**src/rtl/div_pkg.sv**
```systemverilog
// Shared divider codes and timing, imported by the divider and the ALU control.
package div_pkg;

    localparam logic [5:0] F_DIVU      = 6'b011011;
    localparam logic [5:0] F_MFHI      = 6'b010000;
    localparam logic [5:0] F_MFLO      = 6'b010010;
    localparam logic [5:0] F_HILO_OPEN = 6'b111111;

    // One restoring step per clock; the control's divu window is DIV_ITER + 1 clocks.
    localparam int unsigned DIV_ITER = 32;
    localparam int unsigned CNT_W    = $clog2(DIV_ITER);

    typedef enum logic [1:0] {
        IDLE,
        RUN,
        DONE
    } div_state_t;

endpackage

```
**src/rtl/divu_hilo_if.sv**
```systemverilog
// Request/response bundle between the EX stage and the HI/LO divider.
interface divu_hilo_if #(
    parameter int unsigned WIDTH = 32
);
    logic [5:0]       funct;
    logic [WIDTH-1:0] dividend;
    logic [WIDTH-1:0] divisor;
    logic [WIDTH-1:0] hilo_out;
    logic             busy;
    logic             done;

    modport master (
        output funct,
        output dividend,
        output divisor,
        input  hilo_out,
        input  busy,
        input  done
    );

    modport slave (
        input  funct,
        input  dividend,
        input  divisor,
        output hilo_out,
        output busy,
        output done
    );
endinterface

```
**src/rtl/divu_hilo_div_step.sv**
```systemverilog
// One restoring-division step: trial subtract of D from {R, Q msb}.
module div_step #(
    parameter int unsigned WIDTH = 32
) (
    input  logic [WIDTH:0]   r_i,
    input  logic             q_msb_i,
    input  logic [WIDTH-1:0] d_i,
    output logic [WIDTH:0]   r_o,
    output logic             q_bit_o
);

    logic [WIDTH+1:0] shifted;
    logic [WIDTH+1:0] diff;

    // R stays below D, so r_i[WIDTH] is always 0 and the wide subtract equals the
    // WIDTH+1-bit trial subtract; its top bit is the borrow.
    always_comb begin
        shifted = {r_i, q_msb_i};
        diff    = shifted - {2'b00, d_i};
        q_bit_o = ~diff[WIDTH+1];
        r_o     = q_bit_o ? diff[WIDTH:0] : shifted[WIDTH:0];
    end

endmodule

```
**src/rtl/divu_hilo.sv**
```systemverilog
// Multi-cycle unsigned divider with HI/LO pair; 32 steps plus one commit cycle.
module divu_hilo
    import div_pkg::*;
#(
    parameter int unsigned WIDTH = 32
) (
    input  logic        clk,
    input  logic        rst_n,
    divu_hilo_if.slave  bus
);

    div_state_t       state_q, state_d;
    logic             armed_q, armed_d;
    logic [WIDTH-1:0] q_q, q_d;
    logic [WIDTH-1:0] d_q, d_d;
    logic [WIDTH:0]   r_q, r_d;
    logic [CNT_W-1:0] cnt_q, cnt_d;
    logic [WIDTH-1:0] hi_q, hi_d;
    logic [WIDTH-1:0] lo_q, lo_d;
    logic             busy_q, busy_d;
    logic             done_q, done_d;

    logic [WIDTH:0]   step_r;
    logic             step_bit;

    div_step #(
        .WIDTH (WIDTH)
    ) u_step (
        .r_i     (r_q),
        .q_msb_i (q_q[WIDTH-1]),
        .d_i     (d_q),
        .r_o     (step_r),
        .q_bit_o (step_bit)
    );

    // Next-state: arming, start capture, step datapath, commit, registered flags.
    always_comb begin
        state_d = state_q;
        armed_d = armed_q;
        q_d     = q_q;
        d_d     = d_q;
        r_d     = r_q;
        cnt_d   = cnt_q;
        hi_d    = hi_q;
        lo_d    = lo_q;

        // A held divu must drop for one edge before another start is accepted.
        if (bus.funct != F_DIVU) begin
            armed_d = 1'b1;
        end

        unique case (state_q)
            IDLE: begin
                if (bus.funct == F_DIVU && armed_q) begin
                    armed_d = 1'b0;
                    q_d     = bus.dividend;
                    d_d     = bus.divisor;
                    r_d     = '0;
                    cnt_d   = '0;
                    state_d = RUN;
                end
            end
            RUN: begin
                r_d   = step_r;
                q_d   = {q_q[WIDTH-2:0], step_bit};
                cnt_d = cnt_q + 1'b1;
                if (cnt_q == CNT_W'(DIV_ITER - 1)) begin
                    state_d = DONE;
                end
            end
            DONE: begin
                hi_d    = r_q[WIDTH-1:0];
                lo_d    = q_q;
                state_d = IDLE;
            end
            default: state_d = IDLE;
        endcase

        busy_d = (state_d != IDLE);
        done_d = (state_d == DONE);
    end

    // State and datapath registers; reset abandons any division in flight.
    always_ff @(posedge clk or negedge rst_n) begin
        if (!rst_n) begin
            state_q <= IDLE;
            armed_q <= 1'b1;
            q_q     <= '0;
            d_q     <= '0;
            r_q     <= '0;
            cnt_q   <= '0;
            hi_q    <= '0;
            lo_q    <= '0;
            busy_q  <= 1'b0;
            done_q  <= 1'b0;
        end else begin
            state_q <= state_d;
            armed_q <= armed_d;
            q_q     <= q_d;
            d_q     <= d_d;
            r_q     <= r_d;
            cnt_q   <= cnt_d;
            hi_q    <= hi_d;
            lo_q    <= lo_d;
            busy_q  <= busy_d;
            done_q  <= done_d;
        end
    end

    // Read port into the result MUX; not gated by busy.
    always_comb begin
        bus.hilo_out = '0;
        if (bus.funct == F_MFHI) begin
            bus.hilo_out = hi_q;
        end else if (bus.funct == F_MFLO) begin
            bus.hilo_out = lo_q;
        end
        bus.busy = busy_q;
        bus.done = done_q;
    end

endmodule

```
**src/flat_wrapper.sv**
```systemverilog
// flat-port wrapper written by rule: the top's interface ports become plain ports
module divu_hilo_flat import div_pkg::*;
#(
    parameter int unsigned WIDTH = 32
)
  (clk, rst_n, bus_funct, bus_dividend, bus_divisor, bus_hilo_out, bus_busy, bus_done);
  divu_hilo_if #(.WIDTH(WIDTH)) bus_i ();
  input  logic clk;
  input  logic rst_n;
  input wire logic [$bits(bus_i.funct)-1:0] bus_funct;
  input wire logic [$bits(bus_i.dividend)-1:0] bus_dividend;
  input wire logic [$bits(bus_i.divisor)-1:0] bus_divisor;
  output wire logic [$bits(bus_i.hilo_out)-1:0] bus_hilo_out;
  output wire logic [$bits(bus_i.busy)-1:0] bus_busy;
  output wire logic [$bits(bus_i.done)-1:0] bus_done;
  assign bus_i.funct = bus_funct;
  assign bus_i.dividend = bus_dividend;
  assign bus_i.divisor = bus_divisor;
  assign bus_hilo_out = bus_i.hilo_out;
  assign bus_busy = bus_i.busy;
  assign bus_done = bus_i.done;
  divu_hilo #(.WIDTH(WIDTH)) u_core (.clk(clk), .rst_n(rst_n), .bus(bus_i));
endmodule
```
**config.mk**
```make
export PLATFORM = sky130hd
export DESIGN_NAME = divu_hilo_flat
export DESIGN_NICKNAME = d
export VERILOG_FILES = /design/src/rtl/div_pkg.sv /design/src/rtl/divu_hilo_if.sv /design/src/rtl/divu_hilo_div_step.sv /design/src/rtl/divu_hilo.sv /design/src/flat_wrapper.sv
export SDC_FILE = /design/constraint.sdc
export NUM_CORES = 1
export LEC_CHECK = 0
export CORE_MARGIN = 2
export CORE_UTILIZATION = 55
export DETAILED_ROUTE_END_ITERATION = 10
export GPL_TIMING_DRIVEN = 0
export PLACE_DENSITY = 0.79
export SLEW_MARGIN = 30
export SYNTH_ARGS = -nofsm -noshare
export SYNTH_HDL_FRONTEND = slang
export SYNTH_SLANG_ARGS = --single-unit
```
**constraint.sdc**
```tcl
create_clock -name clk -period 7.45 [get_ports clk]
set_input_delay 1.49 -clock clk [delete_from_list [all_inputs] [get_ports clk]]
set_output_delay 1.49 -clock clk [all_outputs]
set_load 0.1 [all_outputs]
```
# Yosys cells after proc, flatten, opt, wreduce, memory -nomap -nowiden
# Index checks and enable logic that the tools add are counted.
totals:
  reg_bits: 171
  latch_bits: 0
  ram_bits: 0
  romBits: 0
  inputBits: 72
  output_inout_bits: 34
  elab_cells: 43
  n_memories: 0
classes:
  n_addsub: 2
  n_mul: 0
  n_div: 0
  magnitude_cmp: 0
  eq_ne: 9
  shifts: 0
  muxes: 15
  n_bitwise: 1
  n_reduce_logical: 6
ops:
  columns: ["op", "n"]
  rows:
  - ["32-bit 2-to-1 mux", 3]
  - ["33-bit 2-to-1 mux", 2]
  - ["33-bit one-hot mux with 2 select lines", 1]
  - ["32-bit one-hot mux with 2 select lines", 1]
  - ["34-bit by 32-bit subtractor with 34-bit output", 1]
  - ["6-bit by 5-bit == test with 1-bit output, second input constant", 3]
  - ["5-bit one-hot mux with 2 select lines", 1]
  - ["6-bit by 5-bit != test with 1-bit output, second input constant", 1]
  - ["5-bit by 1-bit adder with 5-bit output, second input constant", 1]
  - ["5-bit == test, second input constant", 1]
  - ["5-bit 2-to-1 mux", 1]
  - ["2-bit == test, second input constant", 2]
  - ["2-bit 2-to-1 mux", 2]
  - ["2-bit one-hot mux with 2 select lines", 1]
  - ["2-bit AND reduction", 2]
  - ["2-bit nonzero test", 2]
  - ["1-bit 2-to-1 mux", 3]
  - ["2-bit by 1-bit == test with 1-bit output, second input constant", 1]
  - ["2-bit zero test", 1]
  - ["2-bit by 1-bit != test with 1-bit output, second input constant", 1]
  - ["1-bit logical AND", 1]
  - ["1-bit inverter", 1]

# Logic depth before layout (Yosys ltp)
# Gate-level depths: netlist of the first run.
logic_depth:
  ltp_word: 5
  ltp_mapped: 13
  mapped_depth_nobuf: 12

# Hierarchy
# A second synthesis of the first run with hierarchy kept.
unflattened:
  cells_unflattened: 926
  hier_area_um2: 9554.2
by_module_without_submodules:
  columns: ["mod", "n_inst", "cells_per_inst", "area_per_inst_um2", "seq_area_each_um2"]
  rows:
  - ["divu_hilo", 1, 620, 7340.8, 4280.4]
  - ["div_step", 1, 306, 2213.4, 0.0]

# Worst setup path before layout of the first run
# No wires, ideal clock.
synth_timing:
  path_type: "in2out"
  start: "input port bus_funct[1]"
  end: "output port bus_hilo_out[10]"
  t_arrival_ps: 3580
  required_ps: 5960
  setup_slack_ps: 2380
  cell_stages: 4
  n_path_buf: 2
  path_cell_list: "clkbuf_1 > clkbuf_1 > mux2i_1 > nor2_1"
synth_between:
  elab_chain_len: 3
  elab_cells_between_ends: 4
  classes_between: "2 x eq/ne; 2 x mux"
synth_rtl:
  columns: ["item", "line_no", "source"]
  rows:
  - ["start: declaration", "flat_wrapper.sv:10", "input wire logic [$bits(bus_i.funct)-1:0] bus_funct;"]
  - ["6-bit by 5-bit == test with 1-bit output", "divu_hilo.sv:115", "end else if (bus.funct == F_MFLO) begin"]
  - ["32-bit 2-to-1 mux", "divu_hilo.sv:115", null]
  - ["32-bit 2-to-1 mux *", "divu_hilo.sv:113", "if (bus.funct == F_MFHI) begin"]
  - ["end: declaration", "flat_wrapper.sv:13", "output wire logic [$bits(bus_i.hilo_out)-1:0] bus_hilo_out;"]
# Mark *: on every way between the ends. The rest lies on a longest branch, timed or not.

# Final worst setup path of the first run
layout_timing:
  start: "input port bus_funct[2]"
  end: "output port bus_hilo_out[1]"
# Same word-level chain as after synthesis.

==> impl_results.md, run 1 <==
- Nets: around 1200
- Final Critical Period: between 5 and 6 ns
- Worst Clk Skew: 0.01032 ns
- Crit Path Class: in -> out
- Slew Limit Fails: 0
- Post-CTS Setup Inserts: 0
- Count of clock tree sinks: 171
- H-tree Lvls: 4
- Cell taking the most area after synthesis: dfrtp_1
- Maximum clock rate: 173.2 MHz
- Slew Limit Headroom: 0.3411
- Mapped Cells: approximately 950
- Antenna Cells: 0
- Fraction of layout cells with a size suffix above 1: 0.1053
- Worst path slowest cell: clkdlybuf4s50_1
- Cts hold-fix bufs: 0
- Final Cycle Share: 0.7750
- WHS: about 0.48 ns
- Final GP Congestion: 0.9219
- Die X: 133.1 microns
- Placement Cell Area: 0.01054 sq mm
- Core footprint: approximately 0.016 sq mm
- Final ANT Viol Nets: 0
- WL per Instance: around 17 microns
- Clk_lat worst skew: between 0.4 and 0.5 ns
- DR pass1 iterations: 5
- Crit path DAT: 4.28 ns
- Setup crit start kind: input pin
- Largest net degree at the start of global routing: 78
- Type of the worst min-delay path: reg -> reg
- Worst Tran Pin Value: a little under 1 ns
- TNS Setup: 0 ns
- Final core occ: 0.6831
- Ys async rst share: 1.000
- Initial Util: 0.5585
- DR iter-0 viols: 623
- Synth cell types: 60
- Yosys warning count: 0
- Initial antenna violation count: 0
- Hpwl dp: approximately 16 mm
- First-pass GRT wire length: ~37 mm
- Grt ovf: 0
- Crit-path cells: clkdlybuf4s50_1, nor2_1, nand2_1, or3_1, clkbuf_1, clkbuf_1, nor2_1, clkdlybuf4s50_1
- Area contributors post-synth: dfrtp_1, mux2_2, nand2_1
- Post-CTS sizing: 0
- Crit end category: primary output
- Via density per instance: roughly 5.7
- Pwr dens: ~390 mW/mm^2
- Vias in the first global route: 7271
- Synth Flop Type: dfrtp_1
- Leak pwr: 4.762 nW
- Seq/Total Area, Yosys: 0.4671
- Number of remaining DRC errors: 0
- Peak fanout along the critical path: 10
- Maximum vdd drop: around 230 uV
- Critical Path RT: between 5 and 6 ns
- Cts bufs inserted: 17
- RSZ-0062 raised after global routing: false
- Top-Level Pins: between 100 and 150
- Final setup fails: 0
- Reg area: around 0.0043 sq mm
- Clock root cell: clkbuf_16
- Final Hold Fails: 0
- Clock Pin Slew Worst Setup and Hold Paths: roughly 0.06 ns
- Fillers: roughly 1300
- Die area: 0.01771 sq mm
- Top-area cell type share of the netlist area: 0.4642
- Slowest stage delay, CP: 1.17 ns
- Register bit total from synthesis: ~170
- Cell area after synthesis: 0.009164 sq mm
- Clk buf depth: 2
- Row count: between 40 and 50
- Total Wirelength: ~22 mm
- Die H: around 130 microns
- Layout area overhead: 22.31%
- Overall power: roughly 4.3 mW
- Port buffer count: ~100
- Multi-input gate area: about 0.0045 sq mm
- Syn_nets: 1061
- Outcome: finished, final reports clean
- Number of synthesized flops with an enable pin: 0
- GR Util All Layers: 0.2631
- Design area: around 0.011 sq mm
- TritonCTS clock tree: built
- Syn_area_per_cell: 9.606 sq um
- Max Cap Viol: 0
- Via count: 7485
[cell type report]
class	count	area share
plain buffers	53	0.01976
clock inverters	12	0.01976
multi-input cells	683	0.4002
flip-flops and latches	171	0.3819
repair buffers	106	0.09824
clock buffers	20	0.03985
well taps	220	0.02456
inverters	47	0.01574
[critical path, delay by kind of cell]
family	cells	cell delay, ns
buffers and inverters	4	2.05
AND/OR/NAND/NOR	4	0.73
[cells in the final DEF, fill, tap and decap left out, types with 34 or more instances in the layout]
master,synthesis,routed
a21oi_1,41,41
a31oi_1,40,40
clkbuf_1,48,50
clkdlybuf4s50_1,0,103
dfrtp_1,170,170
ha_1,34,34
inv_1,45,45
mux2_2,64,64
mux2i_1,52,52
nand2_1,152,152
nor2_1,83,83
o21ai_0,49,49
[per-stage QoR]
stage,worst slack (ns),cells
5_1_grt,1.575,1312
4_1_cts,1.675,1312
3_3_place_gp,-2.022,1278
3_5_place_dp,1.679,1280
6_report,1.676,1312
2_1_floorplan,2.380,954
[registers in the layout (all words and copies together) (netlist names)]
signal / flops
u_core.lo_q: 32
u_core.armed_q: 1
u_core.q_q: 32
u_core.d_q: 32
u_core.r_q: 33
u_core.bus.busy: 1
u_core.bus.done: 1
u_core.state_q: 2
u_core.cnt_q: 5
u_core.hi_q: 32
[metal layers]
| metal | track usage | vias to the layer above | part of all wire |
|---|---|---|---|
| met5 | 0 | - | 0 |
| li1 | - | 3562 | - |
| met1 | 0.3713 | 3614 | 0.45 |
| met3 | 0.03831 | 45 | 0.058 |
| met4 | 0.08781 | 0 | 0.023 |
| met2 | 0.4211 | 264 | 0.47 |
[cells in the mapped netlist (2+ instances only)]
cell type	instances
dfrtp_1	170
o211ai_1	7
nor2b_1	6
mux2i_1	52
nand4_1	4
a211oi_1	4
o21ai_1	28
nand2b_1	7
o21a_1	4
a21o_1	12
a211o_1	3
and2_1	3
nand3_1	13
or3_1	2
xnor2_1	18
a31oi_1	40
nor2_1	83
and3_1	8
o21bai_1	5
buf_2	3
a2111oi_0	2
ha_1	34
inv_1	45
o31ai_2	2
a21oi_1	41
mux2_2	64
o21ai_0	49
xor2_1	9
nand2_1	152
nor3_1	3
clkbuf_1	48
a32oi_1	5
[path summary, 6_finish.rpt]
check	from	end	slack (ns)	cells after the start
min in group asynchronous	rst_n	u_core.d_q[6]	0.92	1
worst min-delay path	u_core.armed_q	u_core.armed_q	0.48	2
worst max-delay path	bus_funct[2]	bus_hilo_out[1]	1.68	8
max in group asynchronous	rst_n	u_core.armed_q	5.51	3
worst max register to register	u_core.r_q[1]	u_core.r_q[15]	4.24	11
worst min register to register	u_core.armed_q	u_core.armed_q	0.48	2
[power by group]
group          switching, mW  leakage (nW)  internal, mW
Combinational           1.12          2.64         0.832
Sequential             0.222          1.80          1.15
Clock                  0.364         0.316         0.637
Total                   1.71          4.76          2.62
[kinds of logic after synthesis]
logic type,Yosys count,synth area share
buf+inv,100,0.04342
simple gates,287,0.1300
fa+ha+maj,35,0.04861
mux,116,0.1354
compound gates,217,0.1466
flops,171,0.4671
xor+xnor,28,0.02881
Note: power is estimated with default switching activity, not from simulation.
==> inputs of run 2 (changes only) <==
--- a/config.mk
+++ b/config.mk
@@ -6,10 +6,10 @@
 export NUM_CORES = 1
 export LEC_CHECK = 0
 export CORE_MARGIN = 2
-export CORE_UTILIZATION = 55
+export CORE_UTILIZATION = 51
 export DETAILED_ROUTE_END_ITERATION = 10
 export GPL_TIMING_DRIVEN = 0
-export PLACE_DENSITY = 0.79
+export PLACE_DENSITY = 0.77
 export SLEW_MARGIN = 30
 export SYNTH_ARGS = -nofsm -noshare
 export SYNTH_HDL_FRONTEND = slang
==> constraint.sdc (replaced) <==
create_clock -name clk -period 5 [get_ports clk]
set_input_delay 1 -clock clk [delete_from_list [all_inputs] [get_ports clk]]
set_output_delay 1 -clock clk [all_outputs]
set_load 0.1 [all_outputs]
==> run 2 against run 1 <==
Compared with the run above: via count fell by 1.7%; clock skew grew 0.00082 ns; die area is 7.6% higher; utilization decreased by 5.4 points; register-to-register slack worse by 2.5 ns; non-clock buffer count unchanged; power increased by 48%; critical endpoint unchanged; routed wire length up 0.25%; global-route usage fell by 2.8 points; worst hold slack lost 0.073 ns; final cell count grew 0.69%.
==> impl_results.md, run 2 (synthesis gave the netlist of run 1 again) <==
- Crit Path Class: in -> out
- Final GP Congestion: 0.8950 (-2.9%)
- Die X: 138.0 microns (+3.7%)
- Crit-path cells: clkdlybuf4s50_1, nor2_1, nand2_1, or3_1, clkbuf_1, clkbuf_1, nor2_1, clkdlybuf4s50_1
- DR iter-0 viols: 514 (-17%)
- Number of remaining DRC errors: 0 (unchanged)
- Slew Limit Fails: 0 (unchanged)
- Post-CTS Setup Inserts: 0 (unchanged)
- Antenna Cells: 0 (unchanged)
- Final Cycle Share: 0.9667
- Worst Tran Pin Value: 0.9892 ns (+0.004016 ns)
- Final Critical Period: roughly 4.8 ns
- DR pass1 iterations: 5 (unchanged)
- Total Wirelength: 22.24 mm (+0.25%)
- Crit end category: primary output
- Cell count after placement: 1289 (+0.70%)
- Via density per instance: 5.571 (-2.4%)
- Fillers: 1474 (+18%)
- Cts hold-fix bufs: 0 (unchanged)
- Die H: 138.0 microns (+3.7%)
- Post-Layout Cell Count: 1321 (+0.69%)
- Slew Limit Headroom: 0.3384 (-0.002686)
- Count of clock tree sinks: 171 (unchanged)
- Final Hold Fails: 0 (unchanged)
- Vias in the first global route: 7147 (-1.7%)
- Core footprint: 0.01778 sq mm (+8.4%)
- Most flop-heavy register: u_core.r_q
- Flip-flop count of the largest register after layout: 33 (unchanged)
- Setup crit start kind: input pin
- Most frequent cells in the layout: dfrtp_1, nand2_1, clkdlybuf4s50_1
- RSZ-0062 raised after global routing: false
- Row count: 49 (+4.3%)
- Final ANT Viol Nets: 0 (unchanged)
- Nets: 1186 (unchanged)
- Maximum clock rate: just over 200 MHz
- Worst Clk Skew: 0.01114 ns (+0.0008210 ns)
- Pwr dens: 571.1 mW/mm^2 (+48%)
- Type of the worst min-delay path: in -> async
- Top-Level Pins: 106 (unchanged)
- WL per Instance: 16.83 microns (-0.43%)
- Max Cap Viol: 0 (unchanged)
- Maximum vdd drop: 368.0 uV (+63%)
- Clk buf depth: 2 (unchanged)
- Leak pwr: 4.756 nW (-0.13%)
- Slowest stage delay, CP: 1.17 ns (about the same)
- WHS: 0.4103 ns (-0.07277 ns)
- Layout area overhead: 22.15%
- Worst path slowest cell: clkdlybuf4s50_1
- Final setup fails: 0 (unchanged)
- TritonCTS clock tree: built
- Via count: 7359 (-1.7%)
- Initial antenna violation count: 0 (unchanged)
- Reg area: 0.004280 sq mm (unchanged)
- Largest net degree at the start of global routing: 74 (-5.1%)
- Post-CTS sizing: 0 (unchanged)
- Grt ovf: 0 (unchanged)
- Peak fanout along the critical path: 10 (unchanged)
- Die area: 0.01906 sq mm (+7.6%)
- Clock root cell: clkbuf_16
- Crit path DAT: 3.83 ns (-0.45 ns)
- Fraction of layout cells with a size suffix above 1: 0.1071 (+0.001832)
- Most common cell after layout, fill and taps aside: dfrtp_1
- Critical Path RT: 4.00 ns (-1.96 ns)
- Multi-input gate area: 0.004486 sq mm (unchanged)
- Initial Util: 0.5154 (-0.04312)
- Clock Pin Slew Worst Setup and Hold Paths: 0.06 ns (about the same)
- Hpwl dp: 16.46 mm (+2.7%)
- Port buffer count: 104 (unchanged)
- H-tree Lvls: 4 (unchanged)
- Reg2reg start: u_core.r_q[1]
- First-pass GRT wire length: 36.03 mm (-2.3%)
- GR Util All Layers: 0.2349 (-0.02823)
- Clk_lat worst skew: 0.44 ns (about the same)
- Cts bufs inserted: 17 (unchanged)
- Outcome: finished, final reports clean
- TNS Setup: 0 ns (unchanged)
- Crit path launch: bus_funct[2]
## run 2: metal layers
layer  track usage  vias to the layer above  share of wire
met5             0                        -              0
met4       0.07250                        0          0.018
met3       0.04053                       30          0.046
met2        0.3911                      179           0.48
met1        0.3170                     3586           0.45
li1              -                     3564              -
## run 2: cell type report
type	count	share of cell area
buffer	53	0.01979
clock buffer	19	0.04047
clock inverter	13	0.01688
inverter	47	0.01576
multi-input combinational	683	0.4007
sequential	171	0.3824
tap	229	0.02560
timing repair buffer	106	0.09837
## run 2: worst paths after layout
path	end	slack, ns	depth (start not counted)
worst max-delay path	bus_hilo_out[1]	0.17	8
worst min-delay path	u_core.d_q[7]	0.41	1
worst max register to register	u_core.r_q[0]	1.77	11
worst min register to register	u_core.armed_q	0.48	2
max in group asynchronous	u_core.armed_q	3.93	2
min in group clk	u_core.armed_q	0.48	2
## run 2: stage by stage
step / util / total power, mW / cell area [sq um] / worst slack, ns
after floorplan: - / 4.216 / 9164 / 0.9102
after global placement: 0.5901 / 4.844 / 10490 / -4.045
after detailed placement: 0.5935 / 4.921 / 10550 / 0.1796
after CTS: 0.6296 / 6.374 / 11190 / 0.1723
after global routing: 0.6296 / 6.820 / 11190 / 0.02688
final: 0.6296 / 6.392 / 11190 / 0.1666
## run 2: worst max-delay path: cells and delay by family
family	cells	cell delay [ns]
buffers and inverters	4	2.08
AND/OR/NAND/NOR	4	0.74
## run 2: power breakdown
group | switching (mW) | internal, mW
clock network | 0.567 | 0.866
logic | 1.67 | 1.24
registers | 0.333 | 1.72
